### src/rtl/wbs_ctrl.sv
// wbs_ctrl -- Wishbone slave front end for the query-patch, leaf, best-array
// and node memories, plus the MODE/DEBUG control bits.
//
// Ports
//   wb_clk_i, wb_rst_i            clock, asynchronous active-high reset
//   wbs_*_i / wbs_ack_o/dat_o     Wishbone slave request and response
//   wbs_mode, wbs_debug           control register bits
//   wbs_qp_mem_*                  query-patch SRAM port 0 (active-low csb/web)
//   wbs_leaf_mem_*                per-leaf SRAM port 0 (one csb/web bit per leaf)
//   wbs_node_mem_*                node memory (web is an active-high write strobe)
//   wbs_best_arr_*                best-array SRAM read port 1 (active-low csb)
//
// Every request walks IDLE -> [MEM -> [WAIT]] -> ACK -> IDLE. MEM is the single
// cycle in which a memory select is asserted; WAIT is the cycle in which the
// SRAM read data becomes valid and is registered into wbs_dat_o.
module wbs_ctrl #(
  parameter int DATA_WIDTH = 11,
  parameter int LEAF_SIZE  = 8,
  parameter int PATCH_SIZE = 5,
  parameter int ROW_SIZE   = 24,
  parameter int COL_SIZE   = 17,
  parameter int K          = 4,
  parameter int NUM_LEAVES = 64,
  parameter int NUM_QUERYS = ROW_SIZE * COL_SIZE,
  parameter int QADDRW     = $clog2(NUM_QUERYS),
  parameter int LEAF_ADDRW = $clog2(NUM_LEAVES)
) (
  input  logic                             wb_clk_i,
  input  logic                             wb_rst_i,
  input  logic                             wbs_stb_i,
  input  logic                             wbs_cyc_i,
  input  logic                             wbs_we_i,
  input  logic [3:0]                       wbs_sel_i,
  input  logic [31:0]                      wbs_dat_i,
  input  logic [31:0]                      wbs_adr_i,
  output logic                             wbs_ack_o,
  output logic [31:0]                      wbs_dat_o,
  output logic                             wbs_mode,
  output logic                             wbs_debug,
  output logic                             wbs_qp_mem_csb0,
  output logic                             wbs_qp_mem_web0,
  output logic [QADDRW-1:0]                wbs_qp_mem_addr0,
  output logic [PATCH_SIZE*DATA_WIDTH-1:0] wbs_qp_mem_wpatch0,
  input  logic [PATCH_SIZE*DATA_WIDTH-1:0] wbs_qp_mem_rpatch0,
  output logic [LEAF_SIZE-1:0]             wbs_leaf_mem_csb0,
  output logic [LEAF_SIZE-1:0]             wbs_leaf_mem_web0,
  output logic [LEAF_ADDRW-1:0]            wbs_leaf_mem_addr0,
  output logic [63:0]                      wbs_leaf_mem_wleaf0,
  input  logic [63:0]                      wbs_leaf_mem_rleaf0 [LEAF_SIZE],
  output logic                             wbs_node_mem_web,
  output logic [31:0]                      wbs_node_mem_addr,
  output logic [31:0]                      wbs_node_mem_wdata,
  input  logic [31:0]                      wbs_node_mem_rdata,
  output logic                             wbs_best_arr_csb1,
  output logic [7:0]                       wbs_best_arr_addr1,
  input  logic [63:0]                      wbs_best_arr_rdata1
);

  localparam int PW    = PATCH_SIZE * DATA_WIDTH;
  localparam int UPW   = PW - 32;
  localparam int LIDXW = $clog2(LEAF_SIZE);

  localparam logic [31:0] ADR_MODE    = 32'h3000_0000;
  localparam logic [31:0] ADR_DEBUG   = 32'h3000_0004;
  localparam logic [31:0] ADR_DONE    = 32'h3000_0008;
  localparam logic [31:0] REGION_CTRL = 32'h3000_0000;
  localparam logic [31:0] REGION_QRY  = 32'h3001_0000;
  localparam logic [31:0] REGION_LEAF = 32'h3002_0000;
  localparam logic [31:0] REGION_BEST = 32'h3003_0000;
  localparam logic [31:0] REGION_NODE = 32'h3004_0000;

  typedef enum logic [1:0] {ST_IDLE, ST_MEM, ST_WAIT, ST_ACK} state_t;
  typedef enum logic [2:0] {
    KIND_NONE, KIND_MODE, KIND_DEBUG, KIND_DONE,
    KIND_QUERY, KIND_LEAF, KIND_BEST, KIND_NODE
  } kind_t;

  state_t            state, state_next;
  kind_t             dec_kind, req_kind;
  logic              req_we, req_half;
  logic [LIDXW-1:0]  req_leaf;
  logic [31:0]       hold;
  logic [31:0]       rd_sel;
  logic              accept, needs_mem;
  logic [31:0]       region;
  logic              unused_ok;

  // Byte selects and K are not used by this controller.
  assign unused_ok = ^{wbs_sel_i, 32'(K)};

  assign region = wbs_adr_i & 32'hFFFF_0000;
  assign accept = wbs_cyc_i & wbs_stb_i;

  always_comb begin
    dec_kind = KIND_NONE;
    case (region)
      REGION_CTRL: begin
        if (wbs_adr_i == ADR_MODE)       dec_kind = KIND_MODE;
        else if (wbs_adr_i == ADR_DEBUG) dec_kind = KIND_DEBUG;
        else if (wbs_adr_i == ADR_DONE)  dec_kind = KIND_DONE;
      end
      REGION_QRY:  dec_kind = KIND_QUERY;
      REGION_LEAF: dec_kind = KIND_LEAF;
      REGION_BEST: dec_kind = KIND_BEST;
      REGION_NODE: dec_kind = KIND_NODE;
      default:     dec_kind = KIND_NONE;
    endcase
  end

  // Only patch/leaf upper-half writes, memory reads and node accesses touch a
  // memory; everything else (including a BEST write) acks straight away.
  always_comb begin
    needs_mem = 1'b0;
    case (dec_kind)
      KIND_QUERY, KIND_LEAF: needs_mem = wbs_we_i ? wbs_adr_i[2] : 1'b1;
      KIND_BEST:             needs_mem = ~wbs_we_i;
      KIND_NODE:             needs_mem = 1'b1;
      default:               needs_mem = 1'b0;
    endcase
  end

  // Addresses and write data follow the live bus; a Wishbone master holds
  // them stable until it sees ack, so they are valid throughout MEM.
  assign wbs_qp_mem_addr0    = wbs_adr_i[3 +: QADDRW];
  assign wbs_qp_mem_wpatch0  = {wbs_dat_i[UPW-1:0], hold};
  assign wbs_leaf_mem_addr0  = wbs_adr_i[6 +: LEAF_ADDRW];
  assign wbs_leaf_mem_wleaf0 = {wbs_dat_i, hold};
  assign wbs_best_arr_addr1  = wbs_adr_i[10:3];
  assign wbs_node_mem_addr   = wbs_adr_i;
  assign wbs_node_mem_wdata  = wbs_dat_i;
  assign wbs_ack_o           = (state == ST_ACK);

  always_ff @(posedge wb_clk_i or posedge wb_rst_i) begin
    if (wb_rst_i) state <= ST_IDLE;
    else          state <= state_next;
  end

  always_comb begin
    state_next         = state;
    wbs_qp_mem_csb0    = 1'b1;
    wbs_qp_mem_web0    = 1'b1;
    wbs_leaf_mem_csb0  = '1;
    wbs_leaf_mem_web0  = '1;
    wbs_node_mem_web   = 1'b0;
    wbs_best_arr_csb1  = 1'b1;
    case (state)
      ST_IDLE: if (accept) state_next = needs_mem ? ST_MEM : ST_ACK;
      ST_MEM: begin
        state_next = req_we ? ST_ACK : ST_WAIT;
        case (req_kind)
          KIND_QUERY: begin
            wbs_qp_mem_csb0 = 1'b0;
            wbs_qp_mem_web0 = ~req_we;
          end
          KIND_LEAF: begin
            wbs_leaf_mem_csb0[req_leaf] = 1'b0;
            wbs_leaf_mem_web0[req_leaf] = ~req_we;
          end
          KIND_BEST: wbs_best_arr_csb1 = 1'b0;
          KIND_NODE: wbs_node_mem_web  = req_we;
          default: ;
        endcase
      end
      ST_WAIT: state_next = ST_ACK;
      ST_ACK:  state_next = ST_IDLE;
      default: state_next = ST_IDLE;
    endcase
  end

  // The upper half of a query patch is narrower than 32 bits and is
  // zero-extended on readback.
  always_comb begin
    rd_sel = '0;
    case (req_kind)
      KIND_QUERY: rd_sel = req_half ? 32'(wbs_qp_mem_rpatch0[PW-1:32])
                                    : wbs_qp_mem_rpatch0[31:0];
      KIND_LEAF:  rd_sel = req_half ? wbs_leaf_mem_rleaf0[req_leaf][63:32]
                                    : wbs_leaf_mem_rleaf0[req_leaf][31:0];
      KIND_BEST:  rd_sel = req_half ? wbs_best_arr_rdata1[63:32]
                                    : wbs_best_arr_rdata1[31:0];
      KIND_NODE:  rd_sel = wbs_node_mem_rdata;
      default:    rd_sel = '0;
    endcase
  end

  // Register side effects and immediate read data happen on the accepting
  // edge; memory read data is registered at the end of WAIT. wbs_dat_o is
  // only ever written by reads so it keeps its last value otherwise.
  always_ff @(posedge wb_clk_i or posedge wb_rst_i) begin
    if (wb_rst_i) begin
      req_kind  <= KIND_NONE;
      req_we    <= 1'b0;
      req_half  <= 1'b0;
      req_leaf  <= '0;
      hold      <= '0;
      wbs_mode  <= 1'b0;
      wbs_debug <= 1'b0;
      wbs_dat_o <= '0;
    end else begin
      if (state == ST_IDLE && accept) begin
        req_kind <= dec_kind;
        req_we   <= wbs_we_i;
        req_half <= wbs_adr_i[2];
        req_leaf <= wbs_adr_i[3 +: LIDXW];
        if (wbs_we_i) begin
          case (dec_kind)
            KIND_MODE:             wbs_mode  <= wbs_dat_i[0];
            KIND_DEBUG:            wbs_debug <= wbs_dat_i[0];
            KIND_QUERY, KIND_LEAF: if (!wbs_adr_i[2]) hold <= wbs_dat_i;
            default: ;
          endcase
        end else begin
          case (dec_kind)
            KIND_MODE:            wbs_dat_o <= {31'b0, wbs_mode};
            KIND_DEBUG:           wbs_dat_o <= {31'b0, wbs_debug};
            KIND_DONE, KIND_NONE: wbs_dat_o <= '0;
            default: ;
          endcase
        end
      end
      if (state == ST_WAIT) wbs_dat_o <= rd_sel;
    end
  end

endmodule

### config.mk
export PLATFORM = sky130hd
export DESIGN_NAME = wbs_ctrl
export DESIGN_NICKNAME = d
export VERILOG_FILES = /design/src/rtl/wbs_ctrl.sv
export SDC_FILE = /design/constraint.sdc
export NUM_CORES = 1
export LEC_CHECK = 0
export BUFFER_PORTS_ARGS = -buffer_cell sky130_fd_sc_hd__buf_2
export CORE_AREA = 3 3 386 388
export DETAILED_ROUTE_END_ITERATION = 10
export DIE_AREA = 0 0 389 391
export GPL_ROUTABILITY_DRIVEN = 0
export PLACE_DENSITY = 0.3
export SLEW_MARGIN = 0
export SYNTH_ARGS = -nofsm -noshare
export SYNTH_HDL_FRONTEND = slang
export SYNTH_SLANG_ARGS = --single-unit
### constraint.sdc
create_clock -name wb_clk_i -period 6.8 [get_ports wb_clk_i]
set_input_delay 0.34 -clock wb_clk_i [delete_from_list [all_inputs] [get_ports wb_clk_i]]
set_output_delay 0.34 -clock wb_clk_i [all_outputs]
set_load 0.05 [all_outputs]
==> reports/results.ini, run 1 <==
[setup_path]
worstSetupStartpointType = flip-flop
critPathMaxFanout = 30
worstPathRequired_ns = 7.14
crit_slowest_cell = dfrtp_4
crit_top_cell = buf_4
reg2reg_to = wbs_dat_o[24]
crit_chain = buf_4 -> buf_4 -> and2_1 -> a22o_1 -> a21oi_1 -> a32oi_1 -> a221o_1
max_stage_delay_ns = 0.74
crit_end = wbs_dat_o[24]
critPathLaunch = req_leaf[0]
worstPathArrival_ns = 4.00
r2r_setup_slack_ns = 3.14
reg2reg_from = req_leaf[0]
reg2regPathDepth = 7
endpoint_kind = flip-flop
timing_worst_setup_path_type = reg -> reg

[floorplan]
die_h_um = 391
start_util = 0.06963
rows = 140
pin_count = 997
core_region_area_mm2 = 0.1457
die_w_um = 389
die-area_mm2 = 0.1521

[synthesis]
yosysUniqueCellTypes = 72
yosysMostFrequentCell = buf_4
netlist_area_mm2 = 0.01015
syn_nets = 1835
syn_inst = 1095
async_flop_share = 1.000
yosys-top-cells-count = 178 x buf_4, 82 x mux2i_1, 76 x dfrtp_1
ys.warnings.count = 0
yosysTopAreaCell = dfrtp_1
yosys_most_used_dff = dfrtp_1
yosysTopAreaCellShare = 0.1874
ys_seq_area_frac = 0.1874
ys_seq_elements = 76
syn_area_per_cell_um2 = 9.268
synth-edff-count = 0
synthTopCellsByArea = dfrtp_1 19%, buf_4 13%, mux4_2 12%, mux2i_1 8.1%, mux2_2 4.7%

[clock_tree]
cts_tree = done
clock_latency_ns = 0.42
clockBufferDepth = 2
cts_root_buf = clkbuf_16
postCtsSetupBuffers = 0
clk_pin_slew_ns = 0.09
numCtsBuffers = 9
htreeDepth = 3
clock_sinks = 76

[sta]
hold_violations = 0
fin_crit_sh = 0.5385
rsz0062_at_grt = no
fmax_mhz = 273.1
final-max-slew-violation-count = 0
finalSetupViolCount = 0
slew_headroom = 0.2335
tightest_slew_ns = 1.150
fin_setup_tns_ns = 0
min_period_ns = 3.662
skew_ns = 0.02087
layout_setup_ws_ns = 3.138

[power_and_ir_drop]
pwr_density_cell_mw_per_mm2 = 289.4
leakagePower_nw = 7.730
vdd_drop_max_v = 0.0001632
p_total_mw = 4.777

[placed_design]
dpl_worst_slack_ns = 3.150
numPortBuffers = 992
hpwl_um = 94300

[job]
cap_violations = 0

[detailed_routing]
wl_per_cell_um = 28.46
vias_per_cell = 3.349
drtPass1Iterations = 5
num_vias = 12781
ant_nets = 0
wl_um = 108600
drc_errors = 0
initialDrtViolationCount = 579

[global_routing]
grt_pass1_vias = 13123
antenna_found_initial = 99
grt_usage = 0.1364
overflow = 0
grt_pass1_wl_um = 134300
grt_max_degree = 67

[final_layout]
nets = 2613
drive_above_1_share = 0.6432
syn_to_final_growth_pct = 62.67

[status]
outcome = finished clean

[worst_hold_path]
min_path_type = in -> reg

power by group:
part / internal [mW] / switching, mW / leakage, nW / total [mW]
clock: 0.257 / 0.305 / 0.140 / 0.562
combinational: 1.25 / 2.28 / 6.55 / 3.53
sequential: 0.478 / 0.203 / 1.04 / 0.682
total: 1.99 / 2.79 / 7.73 / 4.78
per-layer routing:
layer / vias to the layer above / global-route usage / routed length (um)
met3: 149 / 0.04295 / 9353
met4: 26 / 0.04032 / 2915
met2: 783 / 0.2155 / 48890
li1: 5640 / - / -
met5: - / 0 / 180
met1: 6183 / 0.1769 / 47270
registers in the layout, indices dropped and copies added (netlist names):
register	cells
hold	32
req_half	1
req_kind	3
req_leaf	3
req_we	1
state	2
wbs_dat_o	32
wbs_debug	1
wbs_mode	1
how the worst min path moves through the flow:
stage	start	endpoint	cells past startpoint
floorplan	wbs_dat_i[0]	wbs_debug	1
global placement	wb_rst_i	hold[16]	2
detailed placement	wb_rst_i	hold[16]	2
CTS	wbs_dat_i[23]	hold[23]	2
global route	wbs_dat_i[24]	hold[24]	2
finish	wbs_dat_i[23]	hold[23]	2
area by class of cell:
class                           instances  area, um2
Clock buffer                            9      225.2
Clock inverter                          7      67.56
Timing Repair Buffer                 1042       5355
Inverter                               15      58.81
Fill cell                           17108     129200
Antenna cell                           21      52.55
Tap cell                             1917       2399
Multi-Input combinational cell        729       6434
Sequential cell                        76       1917
critical path, delay by kind of cell, from the launching register on:
kind	cells	cell delay, ns
DFF	1	0.74
buffers and inverters	2	0.93
AOI/OAI and AO/OA	4	1.18
and+or+nand+nor	1	0.64
logic make-up (layout without fill, tap and decap cells):
logic type,Yosys count,after routing,synth area share
adders and majority gates,4,4,0.004932
other,0,21,0
AOI/OAI and AO/OA,312,312,0.2273
DFF,76,76,0.1874
and+or+nand+nor,186,186,0.08519
xor gates and xnor gates,3,3,0.003330
muxes,224,224,0.3083
buffers and inverters,290,1073,0.1835
cells in the final DEF (no fill, tap or decap), types with 7 or more instances in the layout:
| cell type | count |
|---|---|
| a221oi_1 | 45 |
| o2bb2ai_1 | 20 |
| a221o_1 | 31 |
| a22oi_1 | 15 |
| inv_1 | 10 |
| o32ai_1 | 7 |
| nand2_1 | 65 |
| nor2_1 | 59 |
| o21ai_0 | 28 |
| mux2i_1 | 82 |
| a22o_1 | 10 |
| o22ai_1 | 22 |
| mux2_4 | 30 |
| diode_2 | 21 |
| buf_2 | 992 |
| and3_1 | 7 |
| a222oi_1 | 9 |
| mux2_1 | 17 |
| dfrtp_1 | 72 |
| o211ai_1 | 7 |
| clkbuf_16 | 9 |
| a31oi_1 | 11 |
| buf_4 | 48 |
| mux2_2 | 42 |
| mux4_2 | 53 |
| a21oi_1 | 64 |
repair_timing:
item / CTS / global route
gates resized for setup: 0 / 0
endpoints found under the hold margin: 21 / 0
hold buffers: 1 / 0
per-stage QoR:
step | hold WS (ns) | instances | util | area (um2)
2_1_floorplan | 0.4717 | 1095 | - | 10150
3_3_place_gp | 0.4686 | 3778 | 0.1108 | 16150
3_5_place_dp | 0.4666 | 3778 | 0.1108 | 16150
4_1_cts | 0.1352 | 3795 | 0.1129 | 16460
5_1_grt | 0.1600 | 3804 | 0.1131 | 16480
6_report | 0.1898 | 3816 | 0.1133 | 16510
Note: power is estimated with default switching activity, not from simulation.
==> run 2: changes to the inputs <==
Settings changed: ABC_AREA set to 1, CORE_AREA 3 3 386 388 to 3 3 382 384, DIE_AREA 0 0 389 391 to 0 0 385 387.
Clock period 6.8 ns to 3.3 ns, I/O delays scaled along.
==> reports/results.ini, run 2 <==
[status]
outcome = finished clean

[synthesis]
ys_seq_elements = 76  ; unchanged
yosys-top-cells-count = 643 x nand2_1, 181 x buf_4, 103 x a21oi_1
synthTopCellsByArea = nand2_1 25%, dfrtp_1 19%, buf_4 14%, a21oi_1 5.2%, nand3_1 5.1%
async_flop_share = 1.000  ; unchanged
syn_area_per_cell_um2 = 6.021  ; -35%
synth-edff-count = 0  ; unchanged
syn_nets = 2374  ; +29%
yosysTopAreaCell = nand2_1
yosysMostFrequentCell = nand2_1
syn_inst = 1634  ; +49%
netlist_area_mm2 = 0.009838  ; -3.1%
yosys_most_used_dff = dfrtp_1
yosysTopAreaCellShare = 0.2453  ; +0.05793
ys.warnings.count = 0  ; unchanged
ys_seq_area_frac = 0.1933  ; +0.005911
yosysUniqueCellTypes = 38  ; -47%

[sta]
rsz0062_at_grt = no
finalSetupViolCount = 0  ; unchanged
tightest_slew_ns = 1.214  ; +0.06384 ns
hold_violations = 0  ; unchanged
skew_ns = 0.01781  ; -0.003059 ns
slew_headroom = 0.1880  ; -0.04555
fin_setup_tns_ns = 0  ; unchanged
fmax_mhz = 327.8  ; +20%
final-max-slew-violation-count = 0  ; unchanged
fin_crit_sh = 0.9245  ; +0.3860
min_period_ns = 3.051  ; -0.6108 ns

[final_layout]
drive_above_1_share = 0.4659  ; -0.1773
nets = 3204  ; +23%
final_cell_mix = 992 x buf_2, 643 x nand2_1, 103 x a21oi_1
fin_area_mm2 = 0.01677  ; +1.6%
final_common_cell = buf_2
fillers = 17028  ; -0.47%
reg_top3 = hold (32), wbs_dat_o (32)
syn_to_final_growth_pct = 70.48
final-instance-count-excl-fill = 4392  ; +15%

[power_and_ir_drop]
p_total_mw = 11.51  ; +140%
vdd_drop_max_v = 0.0002793  ; +71%
pwr_density_cell_mw_per_mm2 = 686.0  ; +140%
leakagePower_nw = 8.782  ; +14%

[detailed_routing]
wl_um = 111900  ; +3.0%
num_vias = 14797  ; +16%
ant_nets = 0  ; unchanged
wl_per_cell_um = 25.47  ; -11%
drtPass1Iterations = 5  ; unchanged
initialDrtViolationCount = 877  ; +51%
vias_per_cell = 3.369  ; +0.59%
drc_errors = 0  ; unchanged

[clock_tree]
clockBufferDepth = 2  ; unchanged
cts_root_buf = clkbuf_16
numCtsBuffers = 9  ; unchanged
clock_sinks = 76  ; unchanged
cts_tree = done
htreeDepth = 3  ; unchanged
clock_latency_ns = 0.39  ; -0.03 ns
clk_pin_slew_ns = 0.08  ; about the same

[global_routing]
overflow = 0  ; unchanged
grt_usage = 0.1432  ; +0.006834
antenna_found_initial = 62  ; -37%
grt_pass1_vias = 14849  ; +13%
grt_pass1_wl_um = 142100  ; +5.8%
grt_max_degree = 55  ; -18%

[setup_path]
reg2reg_to = wbs_dat_o[10]
reg2reg_from = req_leaf[2]
critical_path_buf_inv_count = 4  ; +2
crit_slowest_cell = dfrtp_1
crit_chain = nand3_1 -> clkinv_2 -> buf_12 -> nand2_1 -> nand2_1 -> a21oi_1 -> buf_4 -> nand4_1 -> buf_4 -> nand2_1 -> o21ai_1 -> nand2_1 -> nand2_1
timing_worst_setup_path_type = reg -> reg
endpoint_kind = flip-flop
crit_top_cell = nand2_1
worstPathArrival_ns = 3.34  ; -0.66 ns
r2r_setup_slack_ns = 0.25  ; -2.89 ns
worstSetupStartpointType = flip-flop
max_stage_delay_ns = 0.50  ; -0.24 ns
cp_top_family = buffers and inverters
critPathMaxFanout = 16  ; -47%
reg2regPathDepth = 13  ; +6
crit_cells = 13  ; +6
worstPathRequired_ns = 3.59  ; -3.55 ns

[worst_hold_path]
min_path_type = in -> reg
hold_path.startpoint = wbs_dat_i[26]
min_path_cells = 2  ; unchanged
min_to = hold[26]

[floorplan]
die_w_um = 385  ; -1.0%
rows = 139  ; -0.71%
die-area_mm2 = 0.1490  ; -2.0%
pin_count = 997  ; unchanged
core_region_area_mm2 = 0.1431  ; -1.8%
start_util = 0.06873  ; -0.0008999
die_h_um = 387  ; -1.0%

[placed_design]
dpl-instance-area_mm2 = 0.01635  ; +1.2%
hpwl_um = 97620  ; +3.5%
dp_cells = 4351  ; +15%
numPortBuffers = 992  ; unchanged

[job]
cap_violations = 0  ; unchanged

## run 2: kinds of logic after synthesis
kind of cell / count (synthesis) / share of synthesized area
AOI/OAI and AO/OA: 244 / 0.1573
DFF: 76 / 0.1933
buffers and inverters: 369 / 0.2179
muxes: 40 / 0.04578
and+or+nand+nor: 901 / 0.3806
adders and majority gates: 4 / 0.005087
## run 2: routing by layer
metal	share of wire	vias up	routed length, um	GRT usage
li1	-	6888	-	-
met1	0.44	7074	48920	0.1857
met2	0.48	708	54250	0.2491
met3	0.063	105	7001	0.02655
met4	0.014	22	1550	0.02158
met5	0.0013	-	147	0
## run 2: final cells by class
cell class                      instances  area (um2)  share of cell area
Antenna cell                           23       57.56            0.003432
Clock buffer                           11       252.7             0.01507
Clock inverter                          2       60.06            0.003581
Inverter                               97       377.9             0.02253
Multi-Input combinational cell       1189        5817              0.3468
Sequential cell                        76        1906              0.1136
Tap cell                             1903        2381              0.1420
Timing Repair Buffer                 1091        5921              0.3530
## run 2: how the worst max path moves through the flow
stage / start / to / slack, ns
5_1_grt: req_leaf[2] / wbs_dat_o[10] / 0.07
4_1_cts: req_leaf[2] / wbs_dat_o[20] / 0.12
6_report: req_leaf[2] / wbs_dat_o[10] / 0.25
3_5_place_dp: req_leaf[2] / wbs_dat_o[20] / 0.15
3_3_place_gp: req_leaf[1] / wbs_dat_o[20] / 0.23
2_1_floorplan: wb_rst_i / hold[0] / 1.20
## run 2: timing repair
action,CTS,global route
setup endpoints to repair,0,0
resized for setup,0,0
setup buffers,0,0
endpoints found under the hold margin,37,0
hold buffers,5,0
## run 2: per-stage QoR
step	hold slack, ns	worst slack [ns]	util
floorplan	0.2860	1.197	-
global placement	0.2896	0.2278	0.1142
detailed placement	0.2808	0.1546	0.1142
CTS	0.0002327	0.1194	0.1168
global route	0.02936	0.07057	0.1169
finish	0.02968	0.2493	0.1172
## run 2: report_power, final
part	switching, mW	total, mW	internal [mW]
combinational	6.39	9.00	2.61
clock	0.504	1.20	0.693
sequential	0.178	1.31	1.13
==> run 3: changes to the inputs <==
Settings changed: BUFFER_PORTS_ARGS -buffer_cell sky130_fd_sc_hd__buf_2 to -buffer_cell sky130_fd_sc_hd__buf_4, SLEW_MARGIN 0 to not set.
==> reports/results.ini, run 3 (same netlist as run 2, synthesis figures left out) <==
[status]
outcome = finished clean

[sta]
hold_violations = 0  ; unchanged
rsz0062_at_grt = no
fin_crit_sh = 0.8993  ; -0.02518
fin_setup_tns_ns = 0  ; unchanged
final-max-slew-violation-count = 0  ; unchanged
min_period_ns = 2.968  ; -0.08309 ns
slew_headroom = 0.1427  ; -0.04528
layout_setup_ws_ns = 0.3323  ; +0.08309 ns
skew_ns = 0.01460  ; -0.003214 ns
hold_ws_ns = 0.04082  ; +0.01115 ns
fmax_mhz = 337.0  ; +2.8%
finalSetupViolCount = 0  ; unchanged
tightest_slew_ns = 1.281  ; +0.06767 ns

[detailed_routing]
drc_errors = 0  ; unchanged
wl_um = 117500  ; +5.1%
vias_per_cell = 3.345  ; -0.72%
ant_nets = 0  ; unchanged
initialDrtViolationCount = 850  ; -3.1%
num_vias = 14720  ; -0.52%
wl_per_cell_um = 26.70  ; +4.8%
drtPass1Iterations = 5  ; unchanged

[clock_tree]
numCtsBuffers = 9  ; unchanged
clockBufferDepth = 2  ; unchanged
htreeDepth = 3  ; unchanged
cts_root_buf = clkbuf_16
cts_tree = done
postCtsSetupBuffers = 0  ; unchanged
clock_latency_ns = 0.39  ; about the same
clock_sinks = 76  ; unchanged
clk_pin_slew_ns = 0.08  ; about the same

[power_and_ir_drop]
p_total_mw = 11.96  ; +3.9%
vdd_drop_max_v = 0.0002741  ; -1.9%
pwr_density_cell_mw_per_mm2 = 618.0  ; -9.9%
p_clk_frac = 0.110  ; +0.006
p_int_mw = 4.829  ; +8.9%
swShare = 0.5962  ; -0.01835
power.switching_mw = 7.129  ; +0.83%
power_frac_seq = 0.110  ; -0.004
leakagePower_nw = 9.642  ; +9.8%
combPwrFrac = 0.781  ; about the same

[final_layout]
syn_to_final_growth_pct = 96.67
fin_area_mm2 = 0.01935  ; +15%
final_cell_mix = 1077 x buf_4, 643 x nand2_1, 103 x a21oi_1
nets = 3218  ; +0.44%
reg_top3 = hold (32), wbs_dat_o (32)
final_util = 0.1352  ; +0.01800
drive_above_1_share = 0.4644  ; -0.001579
fillers = 16781  ; -1.5%
final_common_cell = buf_4
final-instance-count-excl-fill = 4401  ; +0.20%

[placed_design]
dp_cells = 4353  ; +0.046%
dpl_worst_slack_ns = -0.1021  ; -0.2568 ns
numPortBuffers = 992  ; unchanged
hpwl_um = 102200  ; +4.7%
dpl-instance-area_mm2 = 0.01879  ; +15%

[setup_path]
crit_chain = buf_4 -> nand3_1 -> clkinv_4 -> buf_4 -> nand2_1 -> nand4_1 -> nor2_1 -> nand4_1 -> nand3_1 -> buf_4 -> nand2_1 -> nand2_1 -> nand2_1
worstPathRequired_ns = 3.58  ; about the same
worstSetupStartpointType = flip-flop
max_stage_delay_ns = 0.49  ; about the same
crit_slowest_cell = nor2_1
endpoint_kind = flip-flop
critPathMaxFanout = 16  ; unchanged
worstPathArrival_ns = 3.25  ; -0.09 ns
timing_worst_setup_path_type = reg -> reg
crit_top_cell = nand2_1
r2r_setup_slack_ns = 0.33  ; +0.08 ns

[job]
cap_violations = 0  ; unchanged

[floorplan]
die_h_um = 387  ; unchanged
die-area_mm2 = 0.1490  ; unchanged
core_region_area_mm2 = 0.1431  ; unchanged
rows = 139  ; unchanged
die_w_um = 385  ; unchanged
pin_count = 997  ; unchanged
start_util = 0.06873  ; unchanged

[global_routing]
grt_max_degree = 53  ; -3.6%
antenna_found_initial = 36  ; -42%
overflow = 0  ; unchanged
grt_pass1_wl_um = 149400  ; +5.1%
grt_pass1_vias = 15293  ; +3.0%
grt_usage = 0.1506  ; +0.007441

[worst_hold_path]
min_path_type = in -> reg

run 3: per-layer routing:
| layer | track usage | wire length [um] | up-vias |
|---|---|---|---|
| li1 | - | - | 6908 |
| met5 | 0 | 120 | - |
| met1 | 0.1896 | 50680 | 7090 |
| met4 | 0.02325 | 1343 | 16 |
| met3 | 0.03614 | 7470 | 82 |
| met2 | 0.2627 | 57890 | 624 |
run 3: worst paths after layout:
path,start,endpoint,cells after the start
worst max-delay path,req_leaf[0],wbs_dat_o[25],13
worst min-delay path,wbs_dat_i[13],hold[13],2
worst max register to register,req_leaf[0],wbs_dat_o[25],13
worst min register to register,wbs_dat_o[19],wbs_dat_o[19],2
max in group asynchronous,wb_rst_i,req_half,4
min in group asynchronous,wb_rst_i,hold[14],3
run 3: critical path: cells and delay by family, from the launching register on:
family        cells  cell delay [ns]
buf+inv           4             1.01
flops             1             0.44
simple gates      9             1.34
run 3: timing repair:
| item | 4_1_cts | 5_1_grt |
|---|---|---|
| setup endpoints to repair | 1 | 0 |
| hold buffers | 17 | 0 |
| gates resized for setup | 1 | 0 |
| hold endpoints to repair | 40 | 0 |
run 3: cell type report:
class,count,area [um2],area share
Antenna cell,15,37.54,0.001940
Clock buffer,11,242.7,0.01255
Clock inverter,5,107.6,0.005561
Inverter,97,381.6,0.01972
Multi-Input combinational cell,1189,5817,0.3006
Sequential cell,76,1906,0.09849
Tap cell,1903,2381,0.1231
Timing Repair Buffer,1105,8476,0.4380
run 3: power by group through the flow:
stage,combinational [mW],sequential (mW),clock [mW]
6_report,9.34,1.31,1.31
5_1_grt,10.2,1.35,1.41
4_1_cts,9.74,1.32,1.39
3_5_place_dp,9.69,1.33,0
3_3_place_gp,9.71,1.34,0
2_1_floorplan,4.12,1.71,0
